**config.mk**
```make
export PLATFORM = sky130hd
export DESIGN_NAME = bf_acc_drain
export DESIGN_NICKNAME = d
export VERILOG_FILES = /design/src/rtl/bf_acc_drain.sv
export SDC_FILE = /design/constraint.sdc
export NUM_CORES = 1
export LEC_CHECK = 0
export ABC_AREA = 1
export BUFFER_PORTS_ARGS = -buffer_cell sky130_fd_sc_hd__buf_2
export CAP_MARGIN = 15
export CORE_MARGIN = 2
export CORE_UTILIZATION = 45
export DETAILED_ROUTE_END_ITERATION = 10
export GPL_TIMING_DRIVEN = 0
export PLACE_DENSITY = 0.65
export SLEW_MARGIN = 20
export SYNTH_ARGS = -nofsm -noshare
export SYNTH_HDL_FRONTEND = slang
export SYNTH_SLANG_ARGS = --single-unit
```
**constraint.sdc**
```tcl
create_clock -name clk -period 1.7 [get_ports clk]
set_input_delay 0.255 -clock clk [delete_from_list [all_inputs] [get_ports clk]]
set_output_delay 0.255 -clock clk [all_outputs]
set_load 0.05 [all_outputs]
```
**src/rtl/bf_acc_drain.sv**
```systemverilog
// ---------------------------------------------------------------------------
// bf_acc_drain
//   Output-side drain for the bfloat16 MAC array. Takes the fp32 accumulator
//   results streamed out of the PEs, rounds each one to bf16 with
//   round-to-nearest-even, optionally clamps negative values to zero (ReLU),
//   and packs two bf16 values into each 32-bit word for the output DMA.
//
//   Parameters
//     RELU_EN    1: every non-NaN negative result (including -inf) -> 0x0000
//
//   Ports
//     clk        clock, rising edge
//     rst        asynchronous reset, active low
//     in_valid   in_data / in_last valid
//     in_ready   block accepts an input element this cycle
//     in_data    fp32 accumulator value
//     in_last    final element of a result vector
//     out_valid  out_data / out_last valid
//     out_ready  downstream accepts the output word
//     out_data   packed word: [15:0] earlier element, [31:16] later element
//     out_last   word holds the last element of a vector
//     nan_cnt    saturating count of accepted NaN inputs
//     busy       an element or word is still held somewhere in the block
// ---------------------------------------------------------------------------
module bf_acc_drain #(
    parameter bit RELU_EN = 1'b0
) (
    input  logic        clk,
    input  logic        rst,
    input  logic        in_valid,
    output logic        in_ready,
    input  logic [31:0] in_data,
    input  logic        in_last,
    output logic        out_valid,
    input  logic        out_ready,
    output logic [31:0] out_data,
    output logic        out_last,
    output logic [15:0] nan_cnt,
    output logic        busy
);

    typedef enum logic {
        EMPTY = 1'b0,
        HALF  = 1'b1
    } pack_state_t;

    pack_state_t pack_state;
    pack_state_t pack_next;

    // fp32 -> bf16 conversion of the incoming element
    logic        in_sign;
    logic [7:0]  in_exp;
    logic [22:0] in_man;
    logic        in_nan;
    logic        round_up;
    logic [14:0] rounded;
    logic [15:0] conv;

    always_comb begin
        in_sign  = in_data[31];
        in_exp   = in_data[30:23];
        in_man   = in_data[22:0];
        in_nan   = (in_exp == 8'hFF) && (in_man != '0);
        round_up = in_man[15] & ((|in_man[14:0]) | in_man[16]);
        // Exponent and upper mantissa are added as one field so a rounding
        // carry ripples into the exponent; 0xFE/0x7F + 1 lands exactly on inf.
        rounded  = {in_exp, in_man[22:16]} + {14'd0, round_up};

        if (in_nan)
            conv = 16'h7FC0;
        else if (in_exp == 8'hFF)
            conv = {in_sign, 8'hFF, 7'd0};
        else if (in_exp == '0)
            conv = {in_sign, 15'd0};
        else
            conv = {in_sign, rounded};

        if (RELU_EN && conv[15] && !in_nan)
            conv = '0;
    end

    // Handshake and flow control
    logic        s1_valid;
    logic        s1_last;
    logic [15:0] s1_data;
    logic [15:0] low;
    logic        in_fire;
    logic        out_free;
    logic        s1_take;
    logic        word_load;
    logic        word_last;
    logic [31:0] word_data;
    logic        low_load;

    assign in_fire  = in_valid & in_ready;
    assign out_free = ~out_valid | out_ready;
    // A non-last element arriving in EMPTY only fills `low`, so it may move
    // even while the output register is blocked.
    assign s1_take  = s1_valid & (((pack_state == EMPTY) & ~s1_last) | out_free);
    assign in_ready = rst & (~s1_valid | s1_take);
    assign busy     = s1_valid | (pack_state == HALF) | out_valid;

    // Stage 1 register
    always_ff @(posedge clk or negedge rst) begin
        if (!rst) begin
            s1_valid <= 1'b0;
            s1_data  <= '0;
            s1_last  <= 1'b0;
        end else if (in_fire) begin
            s1_valid <= 1'b1;
            s1_data  <= conv;
            s1_last  <= in_last;
        end else if (s1_take) begin
            s1_valid <= 1'b0;
        end
    end

    // NaN counter, updated at the input handshake
    always_ff @(posedge clk or negedge rst) begin
        if (!rst)
            nan_cnt <= '0;
        else if (in_fire && in_nan && (nan_cnt != '1))
            nan_cnt <= nan_cnt + 16'd1;
    end

    // Packer FSM: state register
    always_ff @(posedge clk or negedge rst) begin
        if (!rst)
            pack_state <= EMPTY;
        else
            pack_state <= pack_next;
    end

    // Packer FSM: next state
    always_comb begin
        pack_next = pack_state;
        if (s1_take) begin
            case (pack_state)
                EMPTY:   if (!s1_last) pack_next = HALF;
                HALF:    pack_next = EMPTY;
                default: pack_next = EMPTY;
            endcase
        end
    end

    // Packer FSM: outputs
    always_comb begin
        word_load = 1'b0;
        word_data = '0;
        word_last = 1'b0;
        low_load  = 1'b0;
        if (s1_take) begin
            case (pack_state)
                EMPTY: begin
                    if (s1_last) begin
                        word_load = 1'b1;
                        word_data = {16'h0000, s1_data};
                        word_last = 1'b1;
                    end else begin
                        low_load = 1'b1;
                    end
                end
                HALF: begin
                    word_load = 1'b1;
                    word_data = {s1_data, low};
                    word_last = s1_last;
                end
                default: begin
                    word_load = 1'b0;
                end
            endcase
        end
    end

    // Low-half holding register
    always_ff @(posedge clk or negedge rst) begin
        if (!rst)
            low <= '0;
        else if (low_load)
            low <= s1_data;
    end

    // Output register; data only changes when a new word is loaded
    always_ff @(posedge clk or negedge rst) begin
        if (!rst) begin
            out_valid <= 1'b0;
            out_data  <= '0;
            out_last  <= 1'b0;
        end else if (word_load) begin
            out_valid <= 1'b1;
            out_data  <= word_data;
            out_last  <= word_last;
        end else if (out_ready) begin
            out_valid <= 1'b0;
        end
    end

endmodule

```
==> impl_metrics.yaml, run 1 <==
cts:
  cts_tree: "done"
  cts.reportedPaths.clkPinSlew_ns: 0.09
  insertion_delay_ns: 0.35
  cts_sinks: 85
  htreeDepth: 3
  root_buffer: "clkbuf_8"
  cts_made_buffers: 9
  cts_max_path_buffers: 2
floorplanning:
  row_count: 35
  ios: 89
  start_util: 0.464
  die_y_um: 102
  die_w_um: 102
  core_mm2: 0.00928
  dieArea_mm2: 0.0104
detailed_routing:
  post_drt_wl_per_cell_um: 13.8
  vias: 3824
  drt-initial-drc-count: 166
  ant_nets: 0
  via_per_inst: 5.02
  drcViolationCount: 0
  wl_um: 10500
  drt_pass1_iterations: 4
status:
  status: "finished, violations left"
  violations: "hold timing"
finish:
  fill_cells: 890
  drive_above_1_share: 0.264
  final_common_cell: "nand2_1"
  nets: 666
  final_cells: 761
  diodes: 0
  synthToLayoutAreaGrowth_pct: 24.5
  mostFrequentLayoutCells: "159 x nand2_1, 94 x buf_2, 81 x dfrtp_1, 44 x nor2_1, 43 x o21ai_0"
  multi_input_area_mm2: 0.00200
  seq_area_mm2: 0.00213
setup_path:
  crit_required_ns: 1.94
  cp_slowest_cell: "dfrtp_1"
  critical_path.cell_chain: "buf_6 > inv_8 > nand2_8 > nand3_4 > nand2_4 > buf_6 > nor2_4 > nand4_4 > clkbuf_16 > nand2_1 > nand2_1"
  slowest_delay_ns: 0.38
  r2r_cells: 11
  rrSetupSlack_ns: 0.01
  crit_path_end_kind: "flip-flop"
  crit_fanout: 8
  crit_type: "flip-flop to flip-flop"
  worstSetupStartpointType: "flip-flop"
  arrival_ns: 1.93
logic_synthesis:
  ys_top_cells_by_area: "dfrtp_1 49%, nand2_1 15%, o21ai_0 5.0%"
  syn-instance-count: 514
  ys_seq_elements: 85
  yosys.cell_types.count: 32
  synth_nets: 553
  syn_area_mm2: 0.00431
  syn_area_per_cell_um2: 8.38
  seq_area_frac_synth: 0.494
  synth-simple-area-share: 0.286
  synthDominantCellAreaShare: 0.494
  yosysWarnings: 0
  synth_top_area_cell: "dfrtp_1"
  synth_fa_ha_area_frac: 0.00581
  synth_xor_area_frac: 0.0407
  synthMuxAreaShare: 0
  synth_top_family_by_area: "simple AND/OR/NAND/NOR gates"
  synth-compound-area-share: 0.112
pwr:
  p_per_area_mw_per_mm2: 1390
  total_power_uw: 7470
  max-vdd-ir-drop_uv: 621
  power_leakage_uw: 0.00273
timing:
  rsz0062_at_grt: "yes"
  holdWs_ns: -0.160
  skew_ns: 0.0124
  tightest_slew_ns: 0.506
  timing.fmax_ghz: 0.592
  layout_setup_ws_ns: 0.0112
  period_share: 0.993
  finalCriticalPeriod_ns: 1.69
  finalHoldViolCount: 50
  tns_ns: 0
  setup_viol: 0
  relSlewSlack: 0.660
  slew_viol_final: 0
flow_run:
  drv_cap: 0
grt:
  busiest_layer: "met2"
  grt_use_total: 0.213
  grt_start_max_net_pins: 52
  grt_pass1_wl_um: 17500
  met1_usage: 0.311
  antenna_found_initial: 0
  grt_use_met2: 0.323
  first_global_vias: 3650
  overflow: 0
  grt.met3_usage: 0.0294
placed_design:
  dpl.hpwl_um: 7640
  portBuffers: 88
  dp_cells: 732
  pre_cts_ws_ns: -0.344
  place_congestion: 0.886
min_path:
  worstHoldPathType: "input pin to async pin"
## registers in the layout, summed over array words and instances, names as in the netlist
name / flops
out_data: 32
s1_last: 1
out_last: 1
pack_state: 1
nan_cnt: 16
s1_data: 16
s1_valid: 1
out_valid: 1
low: 16
## cell type report
type | instances | area share
multi-input cells | 369 | 0.373
flip-flops and latches | 85 | 0.398
clock buffers | 11 | 0.0264
inverters | 41 | 0.0301
plain buffers | 19 | 0.0215
clock inverters | 5 | 0.0110
well taps | 129 | 0.0301
repair buffers | 102 | 0.110
## power by group
group,switching (µW),internal (µW)
Clock,730,723
Combinational,2250,790
Sequential,328,2640
## path summary, 6_finish.rpt
kind	startpoint	endpoint
min	rst	out_data[1]
min in group clk	in_last	s1_last
max reg2reg	pack_state	nan_cnt[7]
min reg2reg	out_data[7]	out_data[7]
max in group asynchronous	rst	nan_cnt[1]
max	pack_state	nan_cnt[7]
## synthesized netlist by cell type
cell	count
clkbuf_1	7
nor3_1	1
o22ai_1	4
nand2_1	172
nand3_1	35
buf_4	1
nand4_1	4
o21ai_0	43
nor2_4	2
xnor2_1	8
a32o_1	16
nor2_1	45
nand4_4	3
buf_6	2
clkinv_2	1
buf_2	8
a21oi_4	1
nand3_2	1
nand2_2	3
inv_1	40
nand2_4	2
nor2_2	3
ha_1	2
buf_8	1
nor2_8	2
a21boi_0	1
xor2_1	12
a21oi_1	1
nand3_4	1
a31oi_1	1
a22oi_1	6
dfrtp_1	85
## stage by stage
stage | utilization | cell area [µm²]
finish | 0.578 | 5360
global route | 0.578 | 5360
CTS | 0.558 | 5180
detailed placement | 0.532 | 4940
global placement | 0.529 | 4910
floorplan | - | 4310
## kinds of logic after synthesis
family                   count (synthesis)
AO/OA/AOI/OAI                           73
flip-flops                              85
adder cells (fa/ha/maj)                  2
AND/OR/NAND/NOR                        274
XOR/XNOR                                20
buffers and inverters                   60
## metal layers
| metal | wire length, µm | vias up |
|---|---|---|
| li1 | - | 1913 |
| met5 | 0 | - |
| met2 | 4830 | 91 |
| met4 | 199 | 0 |
| met1 | 5070 | 1804 |
| met3 | 413 | 16 |
## worst max-delay path, delay by kind of cell (launching register included)
kind / cells / cell delay [ns]
DFF: 1 / 0.38
and+or+nand+nor: 7 / 0.65
buffers and inverters: 4 / 0.55
## what timing repair did
item	in CTS	in global routing
cloned	0	1
hold endpoints to repair	50	50
pin swaps	2	15
setup buffers	3	9
setup endpoints to repair	1	38
gates resized for setup	6	26
Note: power is estimated with default switching activity, not from simulation.
==> run 2: changes to the inputs <==
--- a/config.mk
+++ b/config.mk
@@ -10,6 +10,7 @@
 export CAP_MARGIN = 15
 export CORE_MARGIN = 2
 export CORE_UTILIZATION = 45
+export CTS_BUF_LIST = sky130_fd_sc_hd__clkbuf_8
 export DETAILED_ROUTE_END_ITERATION = 10
 export GPL_TIMING_DRIVEN = 0
 export PLACE_DENSITY = 0.65
==> constraint.sdc (replaced) <==
create_clock -name clk -period 1.7 [get_ports clk]
set_input_delay 0.255 -clock clk [delete_from_list [all_inputs] [get_ports clk]]
set_output_delay 0.255 -clock clk [all_outputs]
set_load 0.01 [all_outputs]
==> run 2 against run 1 <==
Net effect: the flow still finishes with violations (hold timing); cell count shrank 0.39%; clock-buffer cell count decreased by 1; worst setup slack improved by 0.064 ns; utilization decreased by 1.0 points; design area is 1.7% lower; hold slack better by 0.055 ns; fmax increased by 3.9%; clock power shrank 5%; via count fell by 0.47%.
==> impl_metrics.yaml, run 2 (same netlist as run 1, synthesis figures left out) <==
status:
  status: "finished, violations left"
  violations: "hold timing"
detailed_routing:
  drt_pass1_iterations: 5
  vias: 3806
  drcViolationCount: 0
  wl_um: 10500
  post_drt_wl_per_cell_um: 13.9
  via_per_inst: 5.02
  drt-initial-drc-count: 196
  ant_nets: 0
setup_path:
  crit_type: "flip-flop to output pin"
  crit_required_ns: 1.44
  worstSetupStartpointType: "flip-flop"
  crit_fanout: 6
  arrival_ns: 1.37
  r2r_cells: 8
  r2r-end: "nan_cnt[5]"
  crit_path_end_kind: "output pin"
  rrSetupSlack_ns: 0.11
  r2r-start: "nan_cnt[0]"
finish:
  postLayoutCoreUtil: 0.568
  diodes: 0
  largest_reg_flops: 32
  mostFrequentLayoutCells: "171 x nand2_1, 94 x buf_2, 84 x dfrtp_1, 44 x nor2_1, 43 x o21ai_0"
  final_common_cell: "nand2_1"
  regMostFlops: "out_data"
  fin_area_mm2: 0.00527
  nets: 663
  synthToLayoutAreaGrowth_pct: 22.3
  drive_above_1_share: 0.238
floorplanning:
  dieArea_mm2: 0.0104
  start_util: 0.464
  ios: 89
  die_y_um: 102
  row_count: 35
  die_w_um: 102
  core_mm2: 0.00928
pwr:
  p_per_area_mw_per_mm2: 1180
  total_power_uw: 6200
  max-vdd-ir-drop_uv: 409
  power_leakage_uw: 0.00271
cts:
  cts_made_buffers: 9
  cts_tree: "done"
  cts_max_path_buffers: 2
  cts_sinks: 85
  insertion_delay_ns: 0.36
  cts.reportedPaths.clkPinSlew_ns: 0.09
  cts_hold_buf: 3
  htreeDepth: 3
  root_buffer: "clkbuf_8"
timing:
  finalCriticalPeriod_ns: 1.63
  setup_viol: 0
  relSlewSlack: 0.670
  holdWs_ns: -0.105
  finalHoldViolCount: 56
  skew_ns: 0.0113
  period_share: 0.956
  layout_setup_ws_ns: 0.0749
  tightest_slew_ns: 0.491
  slew_viol_final: 0
  rsz0062_at_grt: "no"
  timing.fmax_ghz: 0.615
placed_design:
  pre_cts_ws_ns: -0.200
  dpl-instance-area_mm2: 0.00494
  place_congestion: 0.879
  portBuffers: 88
  dpl.hpwl_um: 7840
grt:
  grt_start_max_net_pins: 59
  overflow: 0
  first_global_vias: 3659
  grt_pass1_wl_um: 17700
  antenna_found_initial: 0
  grt_use_total: 0.218
flow_run:
  drv_cap: 0
min_path:
  worstHoldPathType: "input pin to async pin"
==> run 2: per-stage QoR <==
stage | TNS, ns | cells
finish | 0 | 758
global route | 0 | 758
CTS | -0.00419 | 751
detailed placement | -3.05 | 732
global placement | -66.16 | 731
floorplan | 0 | 514
==> run 2: what timing repair did <==
action / CTS / global route
cloned: 0 / 0
pin swaps: 0 / 4
endpoints found under the setup margin: 11 / 24
buffers inserted: 0 / 7
gates resized for setup: 4 / 7
hold endpoints to repair: 29 / 56
==> run 2: worst max-delay path by stage <==
stage / cells after the start / end / from
2_1_floorplan: 8 / nan_cnt[5] / nan_cnt[0]
3_3_place_gp: 7 / nan_cnt[12] / rst
3_5_place_dp: 8 / nan_cnt[10] / rst
4_1_cts: 7 / in_ready / pack_state
5_1_grt: 8 / nan_cnt[5] / nan_cnt[0]
6_report: 7 / in_ready / pack_state
==> run 2: critical path: stages, from the launching register on <==
cell and delay (ns):
dfrtp_1 0.38, buf_6 0.14, inv_6 0.06, nand2_4 0.07, nand3_4 0.13, nand2_4 0.06, inv_2 0.07, buf_6 0.10
==> run 2: area by class of cell <==
type,count,area (µm²)
tap,129,161
sequential,85,2130
inverter,41,159
buffer,19,111
clock inverter,6,52.6
multi-input combinational,369,1940
clock buffer,10,138
fill,892,4020
timing repair buffer,99,579
==> run 2: where the power goes <==
group          total (µW)  switching [µW]  internal, µW
registers            2980             342          2640
logic                1840            1070           767
clock network        1380             784           594
==> run 2: layer usage <==
metal	track usage	vias up	routed length [µm]
met4	0.0759	0	238
met3	0.0465	24	486
li1	-	1899	-
met5	0	-	0
met2	0.344	104	4950
met1	0.302	1779	4850
